`src/rtl/palette_pkg.sv`:
```
// palette_pkg: shared types, constants and the palette-rotation mapping used by
// the palette scheduler and its rotator. The PALETTE_CYCLE_EN build option is
// handled in palette_scheduler.
package palette_pkg;

  localparam int NUM_COLORS = 8;
  localparam int NUM_SUBPIX = 4;
  localparam int ROT_PERIOD = 7;

  typedef logic [$clog2(NUM_COLORS)-1:0] color_idx_t;
  typedef logic [$clog2(NUM_SUBPIX)-1:0] subpix_t;
  typedef logic [5:0]                    rgb6_t;

  // Rotation FSM: wait for a vsync rising edge, then wait for vsync to drop.
  typedef enum logic {
    WAIT_EDGE = 1'b0,
    WAIT_LOW  = 1'b1
  } rot_state_e;

  // Entry 0 is pinned; entries 1..7 form a ring of ROT_PERIOD that is
  // rotated by offset (0..6). The sum fits in 4 bits, so no overflow occurs.
  function automatic color_idx_t rotate_idx(input color_idx_t idx,
                                            input color_idx_t offset);
    logic [3:0] sum;
    color_idx_t res;
    sum = {1'b0, idx} - 4'd1 + {1'b0, offset};
    if (sum >= 4'(ROT_PERIOD)) begin
      sum = sum - 4'(ROT_PERIOD);
    end
    res = (idx == '0) ? '0 : color_idx_t'(sum + 4'd1);
    return res;
  endfunction

endpackage

```
`src/rtl/palette_rotator.sv`:
```
// palette_rotator: counts vsync rising edges and advances the palette rotation
// offset once every CYCLE_FRAMES frames, wrapping 6 -> 0. A vsync held high
// for many clocks counts as a single frame. Instantiated by palette_scheduler
// only when PALETTE_CYCLE_EN is defined.
module palette_rotator
  import palette_pkg::*;
#(
  parameter int CYCLE_FRAMES = 8
) (
  input  logic       clk,
  input  logic       rst_n,
  input  logic       vsync,
  output color_idx_t rot_offset
);

  // A 1-frame period still needs a 1-bit counter so the ports stay legal.
  localparam int CNT_W = (CYCLE_FRAMES > 1) ? $clog2(CYCLE_FRAMES) : 1;
  localparam logic [CNT_W-1:0] LAST_FRAME = CNT_W'(CYCLE_FRAMES - 1);
  localparam color_idx_t       LAST_OFFSET = color_idx_t'(ROT_PERIOD - 1);

  rot_state_e       state_q, state_d;
  logic             vsync_q;
  logic [CNT_W-1:0] frame_cnt_q, frame_cnt_d;
  color_idx_t       rot_q, rot_d;
  logic             vsync_rise;

  assign vsync_rise = vsync & ~vsync_q;
  assign rot_offset = rot_q;

  // State, vsync history, frame counter and offset registers.
  always_ff @(posedge clk or negedge rst_n) begin
    // NOTE: non-blocking assignments here so every register samples the
    // pre-edge value of every other register, independent of statement order.
    if (!rst_n) begin
      state_q     <= WAIT_EDGE;
      vsync_q     <= 1'b0;
      frame_cnt_q <= '0;
      rot_q       <= '0;
    end else begin
      state_q     <= state_d;
      vsync_q     <= vsync;
      frame_cnt_q <= frame_cnt_d;
      rot_q       <= rot_d;
    end
  end

  // Next-state logic: one frame count per rising edge, offset step on wrap.
  always_comb begin
    // NOTE: every output of this block is given a default first so no path
    // leaves a value unassigned, which would otherwise infer a latch.
    state_d     = state_q;
    frame_cnt_d = frame_cnt_q;
    rot_d       = rot_q;
    case (state_q)
      WAIT_EDGE: begin
        if (vsync_rise) begin
          state_d = WAIT_LOW;
          if (frame_cnt_q == LAST_FRAME) begin
            frame_cnt_d = '0;
            rot_d       = (rot_q == LAST_OFFSET) ? '0 : rot_q + 1'b1;
          end else begin
            frame_cnt_d = frame_cnt_q + 1'b1;
          end
        end
      end
      WAIT_LOW: begin
        if (!vsync) begin
          state_d = WAIT_EDGE;
        end
      end
      default: state_d = WAIT_EDGE;
    endcase
  end

endmodule

```
`src/rtl/palette_scheduler.sv`:
```
// palette_scheduler: per-pixel front end of the shared 8-entry dithered palette
// LUT. Picks sprite or background index, derives the 2x2 dither subpixel,
// optionally rotates palette entries per frame, and registers the LUT result
// as 2-bit RGB. Input to RGB latency is 2 clocks at 1 pixel per clock.
// Build option: define PALETTE_CYCLE_EN to include the palette rotator;
// without it rot_offset is 0 and lut_index follows the selected index.
module palette_scheduler
  import palette_pkg::*;
#(
  parameter color_idx_t TRANSPARENT_IDX = 3'd0,
  parameter int         CYCLE_FRAMES    = 8
) (
  input  logic       clk,
  input  logic       rst_n,
  input  logic [9:0] pix_x,
  input  logic [9:0] pix_y,
  input  logic       video_active,
  input  logic       vsync,
  input  logic       spr_valid,
  input  logic [2:0] spr_index,
  input  logic [2:0] bg_index,
  output logic [2:0] lut_index,
  output logic [1:0] lut_subpixel,
  input  logic [1:0] lut_r,
  input  logic [1:0] lut_g,
  input  logic [1:0] lut_b,
  output logic [1:0] r,
  output logic [1:0] g,
  output logic [1:0] b,
  output logic [2:0] rot_offset
);

  color_idx_t sel;
  subpix_t    subpix;
  color_idx_t lut_index_d, lut_index_q;
  subpix_t    lut_subpixel_q;
  logic       active_d1_q;
  rgb6_t      rgb_d, rgb_q;
  logic       unused_inputs;

  // Stage 0: a visible, non-transparent sprite always beats the background.
  assign sel    = (spr_valid && (spr_index != TRANSPARENT_IDX)) ? spr_index : bg_index;
  // Only the low bit of each coordinate selects the 2x2 dither cell.
  assign subpix = {pix_y[0], pix_x[0]};

`ifdef PALETTE_CYCLE_EN
  color_idx_t rot_w;

  palette_rotator #(
    .CYCLE_FRAMES(CYCLE_FRAMES)
  ) u_rotator (
    .clk       (clk),
    .rst_n     (rst_n),
    .vsync     (vsync),
    .rot_offset(rot_w)
  );

  assign rot_offset    = rot_w;
  assign lut_index_d   = rotate_idx(sel, rot_w);
  assign unused_inputs = ^{pix_x[9:1], pix_y[9:1]};
`else
  // Without rotation the frame period has no consumer.
  localparam int unused_cycle_frames = CYCLE_FRAMES;

  assign rot_offset    = '0;
  assign lut_index_d   = sel;
  assign unused_inputs = ^{pix_x[9:1], pix_y[9:1], vsync};
`endif

  // Stage 1: register LUT address and carry the active flag alongside it.
  always_ff @(posedge clk or negedge rst_n) begin
    if (!rst_n) begin
      lut_index_q    <= '0;
      lut_subpixel_q <= '0;
      active_d1_q    <= 1'b0;
    end else begin
      lut_index_q    <= lut_index_d;
      lut_subpixel_q <= subpix;
      active_d1_q    <= video_active;
    end
  end

  // Blanked pixels still address the LUT, but their colour is forced to black.
  always_comb begin
    rgb_d = '0;
    if (active_d1_q) begin
      rgb_d = {lut_r, lut_g, lut_b};
    end
  end

  // Stage 2: register the final pixel colour toward the pins.
  always_ff @(posedge clk or negedge rst_n) begin
    if (!rst_n) begin
      rgb_q <= '0;
    end else begin
      rgb_q <= rgb_d;
    end
  end

  assign lut_index    = lut_index_q;
  assign lut_subpixel = lut_subpixel_q;
  assign {r, g, b}    = rgb_q;

endmodule
```
`config.mk`:
```
export PLATFORM = sky130hd
export DESIGN_NAME = palette_scheduler
export DESIGN_NICKNAME = d
export VERILOG_FILES = /design/src/rtl/palette_pkg.sv /design/src/rtl/palette_rotator.sv /design/src/rtl/palette_scheduler.sv
export SDC_FILE = /design/constraint.sdc
export NUM_CORES = 1
export LEC_CHECK = 0
export ABC_AREA = 0
export CELL_PAD_IN_SITES_DETAIL_PLACEMENT = 1
export CELL_PAD_IN_SITES_GLOBAL_PLACEMENT = 2
export CORE_UTILIZATION = 24
export DETAILED_ROUTE_END_ITERATION = 10
export DONT_BUFFER_PORTS = 1
export PLACE_DENSITY = 0.64
export SKIP_CTS_REPAIR_TIMING = 1
export SLEW_MARGIN = 20
export SYNTH_ARGS = -nofsm -noshare
export SYNTH_HDL_FRONTEND = slang
export SYNTH_SLANG_ARGS = --single-unit
```
`constraint.sdc`:
```
create_clock -name clk -period 0.9 [get_ports clk]
set_clock_uncertainty 0.2 [all_clocks]
set_input_delay 0.135 -clock clk [delete_from_list [all_inputs] [get_ports clk]]
set_output_delay 0.135 -clock clk [all_outputs]
set_load 0.01 [all_outputs]
```
==> flow_summary.ini <==
[status]
status = finished with violations
violations = negative hold slack, negative setup slack

[finish]
layout-drive-gt1-share = 0.1136
num-nets-final = 82
area_growth_pct = 42.90
num_antenna_cells = 0
fin_cells = 60

[timing]
slew_viol_final = 0
holdWs_ps = -190.5
finalCriticalPeriod_ps = 1006
setup_violations = 11
fmax_ghz = 0.9945
rsz0062_at_grt = yes
hold_viol = 3
fin_crit_sh = 1.117
tightestPinTransition_ps = 502.4
postLayoutSetupSlackWorst_ps = -105.6
slew_headroom = 0.6640

[die]
core_area_mm2 = 0.001541
dieHeight_um = 43.10
dieArea_mm2 = 0.001858
initial_core_util = 0.2630
io_pins = 51
rows = 14
die-width_um = 43.10

[synthesis]
syn_area_per_cell_um2 = 14.48
ys_seq_area_frac = 0.7407
synth_area_leaders = dfrtp_1 74%, and2_1 9.3%, a22o_1 6.5%
yosys_warnings = 0
synth_cell_types = 6
synth_top_area_frac = 0.7407
synthCells = 28
ys_ff_latch = 12
synth_top_area_cell = dfrtp_1
synth_area_um2 = 405.4

[worst_hold_path]
min_from = spr_index[0]
min_path_type = in -> reg

[worst_setup_path]
cp-startpoint = rgb_q[2]
r2r-start = active_d1_q
cp_max_fo = 1
start_kind = flop
crit_required_ps = 560
rrSetupSlack_ps = 10
path_class = reg -> out
cp.arrival_ps = 670
critPathCaptureType = output pin

[route]
drt_first_pass_iters = 3
ant_nets = 0
drtIter0Drc = 2
drc = 0
viasPerCell = 4.467
vias = 268
wirelength_um = 776
routedWlPerCell_um = 12.93

[global_routing]
antenna_found_initial = 0
grt_pass1_wl_mm = 1.083
grt_start_max_net_pins = 13
overflow = 0
met2_usage = 0.1612
gr-usage-met3 = 0.05957
grt-busiest-layer = met2
grt_util_met1 = 0.06150
first_global_vias = 249
grt_usage = 0.08780

[pwr]
switching_share = 0.1986
p_switching_mw = 0.2164
ir_drop_v = 0.0008154
p_int_mw = 0.8732
pwr_density_cell_mw_per_mm2 = 1881
power.leakage_nw = 0.2663
pwr-share-seq = 0.550
p_clk_frac = 0.369
comb_power_share = 0.081

[clock_network]
cts-root-buf = clkbuf_4
cts_tree = done
clk_pin_slew_ps = 70
numCtsBuffers = 3
h-tree-depth = 1
clockBufferDepth = 2
clk_latency_ps = 260
cts_sinks = 12

[placement]
port_buffers = 0
routabilityCongestion = 0.6117
dp.cells = 43

[job]
drv_cap = 0
-- synth_stat cells --
| library cell | n |
|---|---|
| conb_1 | 1 |
| and2_1 | 6 |
| dfrtp_1 | 12 |
| a22o_1 | 3 |
| buf_4 | 3 |
| o21ai_1 | 3 |
-- flip-flops by register name, indices dropped and copies added, names as in the netlist --
register      count
rgb_q             6
lut_index         3
active_d1_q       1
lut_subpixel      2
-- cell usage in the layout, fill, tap and decap left out --
cell | Yosys | layout
dlygate4sd3_1 | 0 | 13
dfrtp_1 | 12 | 12
and2_1 | 6 | 5
o21ai_1 | 3 | 3
a22o_1 | 3 | 3
conb_1 | 1 | 3
clkbuf_4 | 0 | 3
and2_4 | 0 | 1
clkbuf_8 | 0 | 1
-- kinds of logic (layout without fill, tap and decap cells) --
family | after synthesis | after routing | share of synthesized area
compound gates | 6 | 6 | 0.1019
buf+inv | 3 | 17 | 0.05555
flops | 12 | 12 | 0.7407
other cells | 1 | 3 | 0.009250
simple gates | 6 | 6 | 0.09260
-- power groups by stage --
stage                     logic, mW  registers, mW  clock network (mW)
after floorplan              0.0381          0.607                   0
after global placement       0.0314          0.611                   0
after detailed placement     0.0331          0.612                   0
after CTS                    0.0331          0.601               0.424
after global routing         0.0987          0.603               0.449
final                        0.0882          0.600               0.402
-- stage by stage --
step	TNS, ps	power, mW	cell area (um2)	worst slack (ps)	util
CTS	-1296	1.059	446.7	-126.5	0.2898
floorplan	0	0.6449	412.9	57.48	-
global route	-2114	1.151	579.3	-142.5	0.3758
detailed placement	0	0.6448	410.4	20.40	0.2662
finish	-1106	1.090	579.3	-105.6	0.3758
global placement	0	0.6421	410.4	36.49	0.2662
-- worst paths after layout --
check / cells after the start / to
max: 0 / g[0]
min: 1 / lut_index[0]
max reg2reg: 1 / rgb_q[3]
min reg2reg: 1 / rgb_q[1]
max in group asynchronous: 1 / lut_index[0]
min in group asynchronous: 1 / rgb_q[3]
-- metal layers --
metal  routed length, um  share of wire  vias up
met2                 494           0.64       20
met3                  65          0.084        2
met5                   0              0        -
met1                 200           0.26      127
li1                    -              -      119
met4                  14          0.018        0
-- layout make-up --
class	instances	area, um2
Sequential cell	12	300.3
Tap cell	16	20.02
Clock buffer	4	36.28
Fill cell	167	962.2
Timing Repair Buffer	13	130.1
Multi-Input combinational cell	15	92.59
(Power assumes the default switching activity.)
